--- src/rtl/plic_lite.sv ---
// plic_lite: platform-level interrupt arbiter.
// Collects level interrupt lines, latches them through a per-source gateway,
// picks the highest-priority enabled source above threshold and drives MEIP.
// Register port: request held until a one-cycle ack (IDLE -> ACK -> IDLE).
// A request is accepted only in IDLE; the requester must drop its enable
// in the ACK cycle, and bus_rd_data is nonzero only while bus_ack is high.
module plic_lite #(
  parameter int NUM_SOURCES = 8,
  parameter int PRIO_WIDTH  = 3,
  parameter int DATA_SIZE   = 32
) (
  input  logic                   clock,
  input  logic                   reset,
  input  logic [NUM_SOURCES-1:0] irq_sources,
  input  logic                   bus_rd_en,
  input  logic                   bus_wr_en,
  input  logic [7:0]             bus_addr,
  input  logic [DATA_SIZE-1:0]   bus_wr_data,
  output logic [DATA_SIZE-1:0]   bus_rd_data,
  output logic                   bus_ack,
  output logic                   external_interrupt
);

  localparam int IDW = 5;

  typedef enum logic {S_IDLE = 1'b0, S_ACK = 1'b1} state_t;

  state_t                  r_state;
  state_t                  w_state_next;

  // Per-source vectors are indexed by source ID; ID 0 has no storage.
  logic [NUM_SOURCES:1]    r_sync1;
  logic [NUM_SOURCES:1]    r_sync2;
  logic [NUM_SOURCES:1]    r_pending;
  logic [NUM_SOURCES:1]    r_in_flight;
  logic [NUM_SOURCES:1]    r_enable;
  logic [PRIO_WIDTH-1:0]   r_prio [1:NUM_SOURCES];
  logic [PRIO_WIDTH-1:0]   r_threshold;
  logic                    r_ext;
  logic [DATA_SIZE-1:0]    r_rd_data;

  logic                    w_req;
  logic                    w_do_wr;
  logic                    w_do_rd;
  logic                    w_is_prio;
  logic [4:0]              w_word;
  logic                    w_sel_pend;
  logic                    w_sel_en;
  logic                    w_sel_thr;
  logic                    w_sel_claim;
  logic [IDW-1:0]          w_best_id;
  logic [PRIO_WIDTH-1:0]   w_best_prio;
  logic [DATA_SIZE-1:0]    w_rd_val;
  logic                    w_claim;
  logic                    w_complete;
  logic [IDW-1:0]          w_cid;
  logic                    w_unused;

  // Address decode: below 0x80 is the priority array, 0x80..0x8C the control words.
  assign w_is_prio   = ~bus_addr[7];
  assign w_word      = bus_addr[6:2];
  assign w_sel_pend  = (bus_addr[7:2] == 6'h20);
  assign w_sel_en    = (bus_addr[7:2] == 6'h21);
  assign w_sel_thr   = (bus_addr[7:2] == 6'h22);
  assign w_sel_claim = (bus_addr[7:2] == 6'h23);
  assign w_cid       = bus_wr_data[IDW-1:0];
  assign w_unused    = &{1'b0, bus_addr[1:0], bus_wr_data};

  // A claim only has side effects when it actually hands out a source.
  assign w_claim     = w_do_rd && w_sel_claim && (w_best_id != '0);
  assign w_complete  = w_do_wr && w_sel_claim;

  assign bus_rd_data        = r_rd_data;
  assign external_interrupt = r_ext;

  // Bus FSM state register.
  always_ff @(posedge clock or negedge reset) begin
    if (!reset) r_state <= S_IDLE;
    else        r_state <= w_state_next;
  end

  // Bus FSM next state: any request in IDLE goes to ACK, ACK always returns.
  always_comb begin
    w_state_next = r_state;
    case (r_state)
      S_IDLE:  if (bus_rd_en || bus_wr_en) w_state_next = S_ACK;
      S_ACK:   w_state_next = S_IDLE;
      default: w_state_next = S_IDLE;
    endcase
  end

  // Bus FSM outputs: accept in IDLE only; a simultaneous rd/wr is a write.
  always_comb begin
    bus_ack = (r_state == S_ACK);
    w_req   = (r_state == S_IDLE) && (bus_rd_en || bus_wr_en);
    w_do_wr = w_req && bus_wr_en;
    w_do_rd = w_req && bus_rd_en && !bus_wr_en;
  end

  // Arbiter: strictly higher priority wins, so scanning upward keeps the lowest ID on ties.
  always_comb begin
    w_best_id   = '0;
    w_best_prio = '0;
    for (int i = 1; i <= NUM_SOURCES; i++) begin
      if (r_pending[i] && r_enable[i] && (r_prio[i] > r_threshold) &&
          (r_prio[i] > w_best_prio)) begin
        w_best_id   = IDW'(i);
        w_best_prio = r_prio[i];
      end
    end
  end

  // Read mux for the register map; unmapped words and ID 0 read zero.
  always_comb begin
    w_rd_val = '0;
    if (w_is_prio) begin
      for (int i = 1; i <= NUM_SOURCES; i++) begin
        if (int'(w_word) == i) w_rd_val[PRIO_WIDTH-1:0] = r_prio[i];
      end
    end else if (w_sel_pend) begin
      w_rd_val[NUM_SOURCES:1] = r_pending;
    end else if (w_sel_en) begin
      w_rd_val[NUM_SOURCES:1] = r_enable;
    end else if (w_sel_thr) begin
      w_rd_val[PRIO_WIDTH-1:0] = r_threshold;
    end else if (w_sel_claim) begin
      w_rd_val[IDW-1:0] = w_best_id;
    end
  end

  // Read data is loaded with the accepted read and cleared in every other cycle.
  always_ff @(posedge clock or negedge reset) begin
    if (!reset)       r_rd_data <= '0;
    else if (w_do_rd) r_rd_data <= w_rd_val;
    else              r_rd_data <= '0;
  end

  // Two-flop synchronizer for the asynchronous interrupt lines.
  always_ff @(posedge clock or negedge reset) begin
    if (!reset) begin
      r_sync1 <= '0;
      r_sync2 <= '0;
    end else begin
      r_sync1 <= irq_sources;
      r_sync2 <= r_sync1;
    end
  end

  // Gateway plus claim/complete; the claim is applied last so it beats a same-edge set.
  always_ff @(posedge clock or negedge reset) begin
    if (!reset) begin
      r_pending   <= '0;
      r_in_flight <= '0;
    end else begin
      for (int i = 1; i <= NUM_SOURCES; i++) begin
        if (r_sync2[i] && !r_in_flight[i] && !r_pending[i]) r_pending[i] <= 1'b1;
        if (w_claim && (int'(w_best_id) == i)) begin
          r_pending[i]   <= 1'b0;
          r_in_flight[i] <= 1'b1;
        end else if (w_complete && (int'(w_cid) == i) && r_in_flight[i]) begin
          r_in_flight[i] <= 1'b0;
        end
      end
    end
  end

  // Configuration registers written through the bus.
  always_ff @(posedge clock or negedge reset) begin
    if (!reset) begin
      for (int i = 1; i <= NUM_SOURCES; i++) r_prio[i] <= '0;
      r_enable    <= '0;
      r_threshold <= '0;
    end else if (w_do_wr) begin
      for (int i = 1; i <= NUM_SOURCES; i++) begin
        if (w_is_prio && (int'(w_word) == i)) r_prio[i] <= bus_wr_data[PRIO_WIDTH-1:0];
      end
      if (w_sel_en)  r_enable    <= bus_wr_data[NUM_SOURCES:1];
      if (w_sel_thr) r_threshold <= bus_wr_data[PRIO_WIDTH-1:0];
    end
  end

  // MEIP is the arbiter result registered one cycle later.
  always_ff @(posedge clock or negedge reset) begin
    if (!reset) r_ext <= 1'b0;
    else        r_ext <= (w_best_id != '0);
  end

endmodule

--- config.mk ---
export PLATFORM = sky130hd
export DESIGN_NAME = plic_lite
export DESIGN_NICKNAME = d
export VERILOG_FILES = /design/src/rtl/plic_lite.sv
export SDC_FILE = /design/constraint.sdc
export NUM_CORES = 1
export LEC_CHECK = 0
export CAP_MARGIN = 25
export CORE_ASPECT_RATIO = 1.75
export CORE_MARGIN = 3
export CORE_UTILIZATION = 40
export DETAILED_ROUTE_END_ITERATION = 8
export PLACE_DENSITY = 0.66
export REMOVE_ABC_BUFFERS = 1
export SETUP_SLACK_MARGIN = 0.1
export SYNTH_ARGS = -nofsm -noshare
export SYNTH_HDL_FRONTEND = slang
export SYNTH_SLANG_ARGS = --single-unit
--- constraint.sdc ---
create_clock -name clock -period 9.45 [get_ports clock]
set_input_delay 2.835 -clock clock [delete_from_list [all_inputs] [get_ports clock]]
set_output_delay 2.835 -clock clock [all_outputs]
set_load 0.05 [all_outputs]
==> results of run 1 <==
[routing by layer]
| metal | global-route usage (%) | vias up |
|---|---|---|
| met3 | 3.20 | 52 |
| met5 | 0 | - |
| met2 | 38.7 | 133 |
| li1 | - | 2005 |
| met4 | 12.8 | 0 |
| met1 | 22.8 | 2144 |
[cell type report]
cell class                      count  area [um2]
Timing Repair Buffer              114         988
Fill cell                         995        5070
Inverter                           27         101
Multi-Input combinational cell    384        3110
Sequential cell                    78        1950
Clock buffer                        9         225
Tap cell                          135         169
Clock inverter                      7        98.8
[worst paths after layout]
| check | from | to | cells past startpoint |
|---|---|---|---|
| hold reg to reg | r_sync1[1] | r_sync2[1] | 0 |
| hold / removal | r_sync1[1] | r_sync2[1] | 0 |
| setup / recovery | r_prio[23] | r_pending[2] | 54 |
| min in group asynchronous | reset | r_enable[6] | 1 |
| setup reg to reg | r_prio[23] | r_pending[2] | 54 |
| max in group asynchronous | reset | r_prio[10] | 2 |
[layout by cell type (no fill, tap or decap), drive strengths merged, types with 5 or more instances in the layout]
cell type and instances:
a31oi 6, dfrtp 78, a22oi 5, inv 27, and3 7, nor2 28, a21o 5, o21ai 19
a21oi 33, nand2b 11, nand3b 7, conb 23, buf 78, nor3 9, nand4 5, ha 41
nor2b 10, nand3 34, clkdlybuf4s50 36, and2 5, clkbuf 9, mux2 38, or3 5, nand2 42
[what timing repair did]
action,in CTS,in global routing
setup endpoints to repair,21,21
buffers inserted,21,11
resized for setup,52,35
pin swaps,40,40
hold buffers,0,0
[power groups by stage]
stage | Clock, mW | Combinational (mW) | Sequential, mW
after CTS | 0.377 | 0.263 | 0.377
after detailed placement | 0 | 0.220 | 0.382
after floorplan | 0 | 0.135 | 0.382
final | 0.370 | 0.281 | 0.379
after global routing | 0.393 | 0.304 | 0.381
after global placement | 0 | 0.210 | 0.381
[logic make-up (layout without fill, tap and decap cells)]
kind of cell	Yosys count	count (layout)	synth area share [%]
AO/OA/AOI/OAI	103	103	14.5
buffers and inverters	59	157	6.47
multiplexers	41	41	9.56
other	1	23	0.0770
AND/OR/NAND/NOR	176	176	18.8
adder cells (fa/ha/maj)	41	41	10.5
flip-flops	78	78	40.1
[sequential cells by signal, indices dropped and copies added, names as in the netlist]
| name | count |
|---|---|
| r_pending | 8 |
| external_interrupt | 1 |
| r_prio | 24 |
| bus_ack | 1 |
| r_threshold | 3 |
| r_enable | 8 |
| r_sync2 | 8 |
| bus_rd_data | 9 |
| r_in_flight | 8 |
| r_sync1 | 8 |
[worst max-delay path: cells and delay by family (launching register included)]
| kind | cells | cell delay, ns |
|---|---|---|
| AO/OA/AOI/OAI | 12 | 1.92 |
| multiplexers | 2 | 0.69 |
| buffers and inverters | 13 | 1.68 |
| AND/OR/NAND/NOR | 20 | 2.86 |
| adder cells (fa/ha/maj) | 7 | 1.74 |
| flip-flops | 1 | 0.42 |
[through the flow]
step | setup TNS, ns | utilization, % | power, mW | cell area (um2) | std cells
2_1_floorplan | -10.33 | - | 0.516 | 4740 | 489
4_1_cts | 0 | 54.5 | 1.02 | 6380 | 742
3_5_place_dp | -11.80 | 47.9 | 0.602 | 5610 | 705
3_3_place_gp | -9.32 | 47.9 | 0.590 | 5610 | 705
5_1_grt | -3.39 | 56.7 | 1.08 | 6640 | 754
6_report | 0 | 56.7 | 1.03 | 6640 | 754
==> run_results.csv, run 1 <==
group,metric,value,unit
critical_path,worstPathMaxFanout,5,
layout,n_diodes,0,
die,die_x,89.4,um
routing,wire_length_on_met2,8000,um
synthesis,async_flop_share,100,%
synthesis,synthDominantAreaCellType,"sky130_fd_sc_hd__dfrtp_1",
critical_path,worst_path_max_delay_cell,"sky130_fd_sc_hd__dfrtp_1",
sta,period_share,99.3,%
synthesis,synth_edf_count,0,
hold_path,holdCritPathClass,"flip-flop to flip-flop",
pwr,clkPwrFrac,35.9,%
sta,grt_setup_unrepaired,"true",
pwr,power.switching,318,uW
place,final_weighted_congestion_in_routability_driven_placement,0.959,
pwr,power_leakage,2.95,nW
critical_path,critical_path.endpoint_type,"flip-flop",
synthesis,postSynthCellCount,499,
cts,clock_latency_of_the_later_clocked_register_in_the_worst_skew_pair,0.33,ns
place,dpl.hpwl,10300,um
synthesis,mean_instance_size_in_the_synthesized_netlist,9.76,um2
cts,cts_htree_levels,3,
routing,detail_route.iter0.violations,200,
pwr,comb_power_share,27.3,%
routing,top_metal_layer_carrying_routed_signals,"met4",
sta,min_period,9.38,ns
die,die_height,152,um
pwr,proportion_of_total_power_due_to_net_switching,30.8,%
global_routing,grt.overflow.total,0,
sta,slew_violations,0,
routing,detailroute.via_count,4334,
global_routing,maximum_number_of_pins_on_one_net_before_global_route_repair,79,
sta,final.hold.worst_slack,0.347,ns
synthesis,post_synth_most_frequent_cells,"sky130_fd_sc_hd__dfrtp_1, sky130_fd_sc_hd__nand2_1, sky130_fd_sc_hd__ha_1, sky130_fd_sc_hd__mux2_2",
routing,routed-wl-met3,486,um
cts,clock_tree_from_tritoncts,"built",
global_routing,globalRouteTotalUtil,21.6,%
place,numPortBuffers,37,
sta,worst_pin_slew,0.971,ns
die,std_cell_rows,52,
cts,clock_sink_total,78,
critical_path,required,9.67,ns
routing,wl_met1,5140,um
sta,maxSlewHeadroom,34.8,%
routing,totalWireLength,14300,um
die,ios,86,
routing,routedWlPerCell,19.0,um
layout,final_layout_size_suffix_gt1_share,33.1,%
sta,post-route-worst-setup-slack,0.0704,ns
synthesis,synth_top_area_share,40.1,%
die,die_area,13600,um2
cts,root_buffer,"sky130_fd_sc_hd__clkbuf_16",
routing,antenna_left,0,
run,max-cap-violations,0,
routing,detail_route.drc_violations,0,
die,core_area,11700,um2
place,pre_cts_ws,-0.727,ns
critical_path,cp_slowest_stage_delay,0.42,ns
sta,final.setup_skew,0.00714,ns
synthesis,synth.most_common_cell,"sky130_fd_sc_hd__dfrtp_1",
synthesis,synth-warning-count,0,
global_routing,antenna_found_initial,0,
synthesis,post_synth_instance_area,4870,um2
critical_path,cell_repeated_most_along_the_worst_path,"sky130_fd_sc_hd__buf_4",
cts,clock_transition_at_path_regs,0.06,ns
die,start_util,41.6,%
layout,layout-area-overhead-vs-synth,36.4,%
routing,drtPass1Iterations,4,
critical_path,cp.arrival,9.60,ns
critical_path,regToRegSetupSlack,0.07,ns
cts,maximum_root_to_sink_buffer_count,2,
global_routing,first_global_vias,4584,
pwr,p_int,713,uW
pwr,p_per_area,155,nW/um2
sta,finalSetupViolations,0,
pwr,p_seq_share,36.8,%
sta,fmax,107,MHz
critical_path,critical_path.startpoint_type,"flip-flop",
sta,finalHoldViolCount,0,
routing,vias_per_cell,5.75,
global_routing,grt_pass1_wl,22400,um
synthesis,postSynth.topFlopCell,"sky130_fd_sc_hd__dfrtp_1",
pwr,ir_worst_vdd,0.135,mV
layout,fin_nets,707,
synthesis,synth_top_cells_by_area,"sky130_fd_sc_hd__dfrtp_1, sky130_fd_sc_hd__ha_1, sky130_fd_sc_hd__mux2_2",
synthesis,synth-seq-area-share,40.1,%
cts,cts_inserted_buffers,9,
synthesis,synth_cell_type_count,58,
synthesis,synth_seq_cells,78,
critical_path,critPathKind,"flip-flop to flip-flop",
status,status,"finished, final reports clean",
Power figures use the tool's default switching activity.
==> run 2, diff against run 1 <==
Settings changed: CTS_CLUSTER_DIAMETER set to 40.
==> results of run 2 <==
Same layout as run 1: the final DEF is identical, and so are final timing and power.
